File: src/rtl/wb_arbiter_if.sv
// wb_arbiter_if: bundle between the writeback sources, issue stage, register file and wb_arbiter.
// Latency: none, this is a signal bundle only.
// Backpressure: sources stall on alu_ready/lsu_ready; the register-file write side never stalls.
//
// Port summary
//   alu_valid/alu_rd/alu_data -> alu_ready   ALU writeback request and its accept
//   lsu_valid/lsu_rd/lsu_data -> lsu_ready   LSU writeback request and its accept
//   rsv_valid/rsv_rd                         issue stage destination reservation
//   flush                                    clears the busy scoreboard
//   rs1/rs2 -> rs1_busy/rs2_busy             combinational RAW hazard query
//   wb_we/wb_a2/wb_din                       register-file write port (reg_wr/a2/din)
// Modports: master = sources, issue stage and register file; slave = wb_arbiter.
interface wb_arbiter_if #(
  parameter int XLEN     = 32,
  parameter int REG_BITS = 5
);

  // ALU writeback source
  logic                alu_valid;
  logic [REG_BITS-1:0] alu_rd;
  logic [XLEN-1:0]     alu_data;
  logic                alu_ready;

  // LSU writeback source
  logic                lsu_valid;
  logic [REG_BITS-1:0] lsu_rd;
  logic [XLEN-1:0]     lsu_data;
  logic                lsu_ready;

  // Issue stage reservation and hazard query
  logic                rsv_valid;
  logic [REG_BITS-1:0] rsv_rd;
  logic                flush;
  logic [REG_BITS-1:0] rs1;
  logic [REG_BITS-1:0] rs2;
  logic                rs1_busy;
  logic                rs2_busy;

  // Register file write port
  logic                wb_we;
  logic [REG_BITS-1:0] wb_a2;
  logic [XLEN-1:0]     wb_din;

  modport master (
    output alu_valid, alu_rd, alu_data,
    input  alu_ready,
    output lsu_valid, lsu_rd, lsu_data,
    input  lsu_ready,
    output rsv_valid, rsv_rd, flush, rs1, rs2,
    input  rs1_busy, rs2_busy,
    input  wb_we, wb_a2, wb_din
  );

  modport slave (
    input  alu_valid, alu_rd, alu_data,
    output alu_ready,
    input  lsu_valid, lsu_rd, lsu_data,
    output lsu_ready,
    input  rsv_valid, rsv_rd, flush, rs1, rs2,
    output rs1_busy, rs2_busy,
    output wb_we, wb_a2, wb_din
  );

endinterface

File: src/rtl/wb_arbiter.sv
// wb_arbiter: round-robin share of the register-file write port between ALU and LSU, plus busy scoreboard.
// Latency: grant in cycle N -> wb_we/wb_a2/wb_din in cycle N+1; busy clears on the edge ending N+1.
// Backpressure: the losing source stalls on its own ready; the output stage never stalls, no internal queue.
//
// Port summary
//   clk    rising-edge clock
//   rst    asynchronous active-low reset; holds both readys low while asserted
//   bus    wb_arbiter_if.slave: writeback requests, reservation, flush, rs1/rs2 query, write port
module wb_arbiter #(
  parameter int XLEN     = 32,
  parameter int REG_BITS = 5,
  parameter int NUM_REGS = 32
) (
  input  logic           clk,
  input  logic           rst,
  wb_arbiter_if.slave    bus
);

  // Which source was granted most recently; the other one wins the next tie.
  typedef enum logic {
    SRC_ALU = 1'b0,
    SRC_LSU = 1'b1
  } src_e;

  // Registered write toward the register file.
  typedef struct packed {
    logic                we;
    logic [REG_BITS-1:0] a2;
    logic [XLEN-1:0]     din;
  } wb_stage_t;

  src_e                rr_q,    rr_d;
  wb_stage_t           stage_q, stage_d;
  logic [NUM_REGS-1:0] busy_q,  busy_d;

  logic alu_gnt;
  logic lsu_gnt;

  // ---------------------------------------------------------------------------
  // Arbitration. Grants are suppressed during flush so that nothing new enters
  // the output stage while the scoreboard is being wiped.
  // ---------------------------------------------------------------------------
  always_comb begin
    alu_gnt = 1'b0;
    lsu_gnt = 1'b0;
    if (!bus.flush) begin
      if (bus.alu_valid && bus.lsu_valid) begin
        if (rr_q == SRC_LSU) begin
          alu_gnt = 1'b1;
        end else begin
          lsu_gnt = 1'b1;
        end
      end else begin
        alu_gnt = bus.alu_valid;
        lsu_gnt = bus.lsu_valid;
      end
    end
  end

  // The flops are already held by the async reset; only the visible readys
  // need gating so no source believes it was accepted while in reset.
  assign bus.alu_ready = alu_gnt & rst;
  assign bus.lsu_ready = lsu_gnt & rst;

  // ---------------------------------------------------------------------------
  // Pointer and output stage next state.
  // A granted x0 write is consumed but leaves wb_we low and the address/data
  // registers untouched, so wb_a2/wb_din keep showing the last real write.
  // ---------------------------------------------------------------------------
  always_comb begin
    rr_d     = rr_q;
    stage_d  = stage_q;
    stage_d.we = 1'b0;
    if (alu_gnt) begin
      rr_d = SRC_ALU;
      if (bus.alu_rd != '0) begin
        stage_d.we  = 1'b1;
        stage_d.a2  = bus.alu_rd;
        stage_d.din = bus.alu_data;
      end
    end else if (lsu_gnt) begin
      rr_d = SRC_LSU;
      if (bus.lsu_rd != '0) begin
        stage_d.we  = 1'b1;
        stage_d.a2  = bus.lsu_rd;
        stage_d.din = bus.lsu_data;
      end
    end
  end

  // ---------------------------------------------------------------------------
  // Busy scoreboard. Order matters: release first so a same-cycle reservation
  // of the same register wins, then flush overrides everything.
  // ---------------------------------------------------------------------------
  always_comb begin
    busy_d = busy_q;
    if (stage_q.we) begin
      busy_d[stage_q.a2] = 1'b0;
    end
    if (bus.rsv_valid && (bus.rsv_rd != '0)) begin
      busy_d[bus.rsv_rd] = 1'b1;
    end
    if (bus.flush) begin
      busy_d = '0;
    end
    busy_d[0] = 1'b0;
  end

  always_ff @(posedge clk or negedge rst) begin
    if (!rst) begin
      rr_q    <= SRC_LSU;
      stage_q <= '0;
      busy_q  <= '0;
    end else begin
      rr_q    <= rr_d;
      stage_q <= stage_d;
      busy_q  <= busy_d;
    end
  end

  // Bit 0 is never set, so x0 queries read as not busy without extra logic.
  assign bus.rs1_busy = busy_q[bus.rs1];
  assign bus.rs2_busy = busy_q[bus.rs2];

  assign bus.wb_we  = stage_q.we;
  assign bus.wb_a2  = stage_q.a2;
  assign bus.wb_din = stage_q.din;

  // Structural sanity: one grant per cycle, and the write port never targets x0.
  a_one_grant : assert property (@(posedge clk) disable iff (!rst) !(alu_gnt && lsu_gnt));
  a_no_x0_wr  : assert property (@(posedge clk) disable iff (!rst) stage_q.we |-> (stage_q.a2 != '0));

endmodule

File: src/flat_wrapper.sv
// flat-port wrapper written by rule: the top's interface ports become plain ports
module wb_arbiter_flat 
#(
  parameter int XLEN     = 32,
  parameter int REG_BITS = 5,
  parameter int NUM_REGS = 32
)
  (clk, rst, bus_alu_valid, bus_alu_rd, bus_alu_data, bus_alu_ready, bus_lsu_valid, bus_lsu_rd, bus_lsu_data, bus_lsu_ready, bus_rsv_valid, bus_rsv_rd, bus_flush, bus_rs1, bus_rs2, bus_rs1_busy, bus_rs2_busy, bus_wb_we, bus_wb_a2, bus_wb_din);
  wb_arbiter_if #(.XLEN(XLEN), .REG_BITS(REG_BITS)) bus_i ();
  input  logic clk;
  input  logic rst;
  input wire logic [$bits(bus_i.alu_valid)-1:0] bus_alu_valid;
  input wire logic [$bits(bus_i.alu_rd)-1:0] bus_alu_rd;
  input wire logic [$bits(bus_i.alu_data)-1:0] bus_alu_data;
  output wire logic [$bits(bus_i.alu_ready)-1:0] bus_alu_ready;
  input wire logic [$bits(bus_i.lsu_valid)-1:0] bus_lsu_valid;
  input wire logic [$bits(bus_i.lsu_rd)-1:0] bus_lsu_rd;
  input wire logic [$bits(bus_i.lsu_data)-1:0] bus_lsu_data;
  output wire logic [$bits(bus_i.lsu_ready)-1:0] bus_lsu_ready;
  input wire logic [$bits(bus_i.rsv_valid)-1:0] bus_rsv_valid;
  input wire logic [$bits(bus_i.rsv_rd)-1:0] bus_rsv_rd;
  input wire logic [$bits(bus_i.flush)-1:0] bus_flush;
  input wire logic [$bits(bus_i.rs1)-1:0] bus_rs1;
  input wire logic [$bits(bus_i.rs2)-1:0] bus_rs2;
  output wire logic [$bits(bus_i.rs1_busy)-1:0] bus_rs1_busy;
  output wire logic [$bits(bus_i.rs2_busy)-1:0] bus_rs2_busy;
  output wire logic [$bits(bus_i.wb_we)-1:0] bus_wb_we;
  output wire logic [$bits(bus_i.wb_a2)-1:0] bus_wb_a2;
  output wire logic [$bits(bus_i.wb_din)-1:0] bus_wb_din;
  assign bus_i.alu_valid = bus_alu_valid;
  assign bus_i.alu_rd = bus_alu_rd;
  assign bus_i.alu_data = bus_alu_data;
  assign bus_alu_ready = bus_i.alu_ready;
  assign bus_i.lsu_valid = bus_lsu_valid;
  assign bus_i.lsu_rd = bus_lsu_rd;
  assign bus_i.lsu_data = bus_lsu_data;
  assign bus_lsu_ready = bus_i.lsu_ready;
  assign bus_i.rsv_valid = bus_rsv_valid;
  assign bus_i.rsv_rd = bus_rsv_rd;
  assign bus_i.flush = bus_flush;
  assign bus_i.rs1 = bus_rs1;
  assign bus_i.rs2 = bus_rs2;
  assign bus_rs1_busy = bus_i.rs1_busy;
  assign bus_rs2_busy = bus_i.rs2_busy;
  assign bus_wb_we = bus_i.wb_we;
  assign bus_wb_a2 = bus_i.wb_a2;
  assign bus_wb_din = bus_i.wb_din;
  wb_arbiter #(.XLEN(XLEN), .REG_BITS(REG_BITS), .NUM_REGS(NUM_REGS)) u_core (.clk(clk), .rst(rst), .bus(bus_i));
endmodule
File: config.mk
export PLATFORM = sky130hd
export DESIGN_NAME = wb_arbiter_flat
export DESIGN_NICKNAME = d
export VERILOG_FILES = /design/src/rtl/wb_arbiter_if.sv /design/src/rtl/wb_arbiter.sv /design/src/flat_wrapper.sv
export SDC_FILE = /design/constraint.sdc
export NUM_CORES = 1
export LEC_CHECK = 0
export ABC_CLOCK_PERIOD_IN_PS = 4270
export CAP_MARGIN = 10
export CORE_UTILIZATION = 32
export DETAILED_ROUTE_END_ITERATION = 8
export GPL_TIMING_DRIVEN = 1
export PLACE_DENSITY = 0.71
export REMOVE_ABC_BUFFERS = 1
export SYNTH_ARGS = -nofsm -noshare
export SYNTH_HDL_FRONTEND = slang
export SYNTH_SLANG_ARGS = --single-unit
File: constraint.sdc
create_clock -name clk -period 4.27 [get_ports clk]
set_input_delay 0.854 -clock clk [delete_from_list [all_inputs] [get_ports clk]]
set_output_delay 0.854 -clock clk [all_outputs]
set_load 0.005 [all_outputs]
; Word-level counts from Yosys, hierarchy flattened
; Index checks and enable logic that the tools add are counted.
[word_totals]
regBits = 70
inputBits = 95
out_inout_bits = 42
word_cells = 50
[classes]
magnitude_cmp = 6
n_eq_ne = 1
mux = 23
n_bitwise = 5
n_reduce_logical = 10
[ops]
columns = op, n
row1 = 2-to-1 mux 38 bit, 4
row2 = 2-to-1 mux 32 bit, 3
row3 = bitwise AND 32 bit, 1
row4 = NOT 32 bit, 1
row5 = bitwise OR 32 bit, 1
row6 = < comparator 5 x 6 -> 1 bit (second input constant), 4
row7 = nonzero test 5 bit, 3
row8 = 2-to-1 mux 1 bit, 12
row9 = binary-select mux 1 bit (select 5 bit), 2
row10 = demux 1 bit (select 5 bit), 2
row11 = greater-or-equal comparator 5 x 1 -> 1 bit (second input constant), 2
row12 = logical AND 1 bit, 4
row13 = nonzero test 2 bit, 2
row14 = AND reduction 3 bit, 1
row15 = bitwise AND 1 bit, 2
row16 = inequality test 2 bit (second input constant), 1

; Longest topological paths before layout
[logic_depth]
ltp_word = 10
ltp_mapped = 6

; Worst setup path before layout
; OpenSTA, ideal clock, no wires.
[synth_timing]
path_type = input to output
start = input port bus_rs1[0]
end = output port bus_rs1_busy
arrival_time_ns = 1.994
t_required_ns = 3.416
path_slack_ns = 1.422
path_stages = 5
cell_sequence = clkbuf_1 mux4_2 nand2b_1 o211ai_1 nand4_1
[synth_via]
elab_chain_len = 2
[synth_rtl]
columns = item, line
row1 = "start, declared", flat_wrapper.sv:23  ; input wire logic [$bits(bus_i.rs1)-1:0] bus_rs1;
row2 = binary-select mux 1 bit (select 5 bit), wb_arbiter.sv:122  ; assign bus.rs1_busy = busy_q[bus.rs1];
row3 = 2-to-1 mux 1 bit (implied by the code), wb_arbiter.sv:122
row4 = "end, declared", flat_wrapper.sv:25  ; output wire logic [$bits(bus_i.rs1_busy)-1:0] bus_rs1_busy;
; Every way passes these cells. The select of a mux whose other input is x is not followed.

; Worst setup path after layout
; Same ends and word-level chain as after synthesis.

==> impl_metrics.csv <==
group,metric,value,unit
detailed_routing,firstDrtPassIters,5,
worst_setup_path,crit_required,3.42,ns
worst_setup_path,cp-start-kind,"primary input",
cells_and_area,area.growth.synth_to_final,45.01,%
worst_hold_path,min-delay-path-class,"primary input to async pin",
power,power.leakage,2.316,nW
global_routing,grt_pass1_wl,19.15,mm
placement,dp_hpwl,8.877,mm
clocking,cts_hold_buf,0,
detailed_routing,dr_total_vias,3597,
global_routing,overflow,0,
synth,seq_area_frac_synth,46.41,%
synth,synth.area.top_cells,"dfrtp_1 (46%), a221o_1 (9.8%), and3_1 (5.6%), a21oi_1 (4.9%), mux2i_1 (4.8%)",
synth,synth_edf_count,0,
cells_and_area,fillCellCount,1056,
worst_setup_path,cp-end-kind,"primary output",
timing,layout_min_cycle_time,3.797,ns
synth,synth_xor_area_share,0,%
synth,synthCells,378,
worst_setup_path,critPathArrivalTime,2.94,ns
synth,synthAdderAreaFrac,0,%
synth,ys_types,35,
clocking,postCtsSetupRepairBufs,0,
synth,yosys.area_share.simple,18.32,%
timing,fmax,263.4,MHz
synth,syn_avg_cell_area,9.993,sq um
worst_setup_path,rrSetupSlack,2.24,ns
cells_and_area,finish.instance_area,0.005478,sq mm
timing,tightestPinTransition,0.8987,ns
timing,rsz0062_at_grt,"false",
clocking,path_clk_slew,0.05,ns
synth,synth_top_family_by_area,"compound AO/OA/AOI/OAI gates",
timing,period_share,88.91,%
timing,tns,0,ns
cells_and_area,final_common_cell,"clkdlybuf4s50_1",
cells_and_area,layout_common_cells,"clkdlybuf4s50_1 (135), dfrtp_1 (69), nand2_1 (39)",
global_routing,grt_usage,19.95,%
synth,netlist.top_cell.by_area,"dfrtp_1",
floorplan,coreArea,0.01147,sq mm
clocking,cts_buffers,9,
floorplan,rows,39,
timing,relSlewSlack,39.94,%
run_status,status,"completed",
global_routing,grt_max_degree,59,
floorplan,die_area,0.01224,sq mm
clocking,cts_tree,"yes",
synth,ys.flop_type,"dfrtp_1",
clocking,cts_sinks,70,
cells_and_area,num-nets-final,597,
timing,finalHoldViolations,0,
placement,placed_area,0.005221,sq mm
power,powerDensity,359.3,mW/mm^2
detailed_routing,drcViolationCount,0,
detailed_routing,routed_wl,11.77,mm
worst_setup_path,crit_type,"primary input to primary output",
global_routing,grt_antenna_before_repair,0,
floorplan,die_w,110.6,microns
synth,synth.area.mux_share,8.347,%
floorplan,die_h,110.6,microns
job,drv_cap,0,
timing,skew,0.003293,ns
detailed_routing,antenna_left,0,
power,ir_worst_vdd,180.3,uV
cells_and_area,n_antenna_cell,0,
synth,ys_ff_latch,70,
timing,slew_violations,0,
detailed_routing,vias_per_cell,5.551,
detailed_routing,first_iter_violations,276,
worst_setup_path,worstPathMaxFanout,7,
timing,setup_viol,0,
placement,io_buffers,136,
clocking,clockBufferDepth,2,
detailed_routing,post_drt_wl_per_cell,18.16,microns
synth,yosys_warnings,0,
synth,syn-cell-area,0.003777,sq mm
floorplan,io_pins,137,
synth,synth_compound_area_share,22.26,%
clocking,cts-resized-gates,0,
cells_and_area,layout-drive-gt1-share,6.337,%
synth,synth_top_area_share,45.71,%
placement,place.gp.congestion,0.9263,
floorplan,initial_core_util,32.94,%
global_routing,grt_pass1_vias,3692,
synth,postSynth.asyncResetShare,100.0,%
clocking,cts.htree.levels,3,
clocking,insertion_delay,0.33,ns
clocking,clockRootBuffer,"clkbuf_16",
Yosys cell counts (5+ instances only):
cell	n
a21oi_1	37
a221o_1	37
and2_1	7
and3_1	34
buf_2	8
clkbuf_1	17
dfrtp_1	69
inv_1	6
mux2i_1	18
mux4_2	6
nand2_1	39
nand3_1	10
nand3b_1	5
nor2_1	10
o21ai_0	31
worst max-delay path: stages:
cell,delay [ns]
clkdlybuf4s50_1,0.68
mux4_2,0.55
nand2b_1,0.16
o211ai_1,0.13
nand4_1,0.12
clkdlybuf4s50_1,0.46
registers in the layout, indices dropped and copies added (netlist names):
signal,flops
u_core.rr_q,1
u_core.bus.wb_we,1
u_core.bus.wb_a2,5
u_core.bus.wb_din,32
u_core.busy_q,31
through the flow:
stage	util, %	hold slack (ns)	power (mW)	std cells	setup slack [ns]
4_1_cts	47.77	0.3616	1.989	648	0.4519
6_report	47.77	0.3714	1.968	648	0.4734
3_5_place_dp	45.53	0.5007	1.325	634	0.4582
3_3_place_gp	45.53	0.4968	1.315	634	0.5031
2_1_floorplan	-	0.5023	0.9728	348	1.337
5_1_grt	47.77	0.3743	2.063	648	0.3650
layout make-up:
class,count,area [sq um],area share (%)
Multi-Input combinational cell,272,1856,33.87
Sequential cell,70,1753,32.00
Timing Repair Buffer,143,1411,25.77
Clock buffer,12,246.5,4.500
Tap cell,143,178.9,3.266
Inverter,6,22.52,0.4111
Clock inverter,2,10.01,0.1827
kinds of logic (layout without fill, tap and decap cells):
| logic type | after synthesis | after routing |
|---|---|---|
| simple gates | 129 | 129 |
| compound gates | 119 | 119 |
| flops | 70 | 70 |
| buf+inv | 36 | 163 |
| mux | 24 | 24 |
routing by layer:
layer  GRT usage, %  vias to the layer above  part of all wire [%]
met5              0                        -                     0
met4          6.844                        0                   1.6
met1          25.58                     1714                    41
li1               -                     1669                     -
met2          31.64                      198                    46
met3          6.476                       16                    11
path summary, 6_finish.rpt:
check,from,endpoint,depth (start not counted)
max reg2reg,u_core.rr_q,u_core.bus.wb_din[21],6
max in group asynchronous,rst,u_core.bus.wb_din[15],2
min,rst,u_core.bus.wb_din[27],1
max,bus_rs1[0],bus_rs1_busy,6
min reg2reg,u_core.bus.wb_din[23],u_core.bus.wb_din[23],1
min in group clk,u_core.bus.wb_din[23],u_core.bus.wb_din[23],1
power breakdown:
part           internal (mW)  total [mW]  switching, mW
clock network          0.400       0.653          0.253
registers              0.745       0.826         0.0806
logic                  0.306       0.489          0.184
Note: power is estimated with default switching activity, not from simulation.
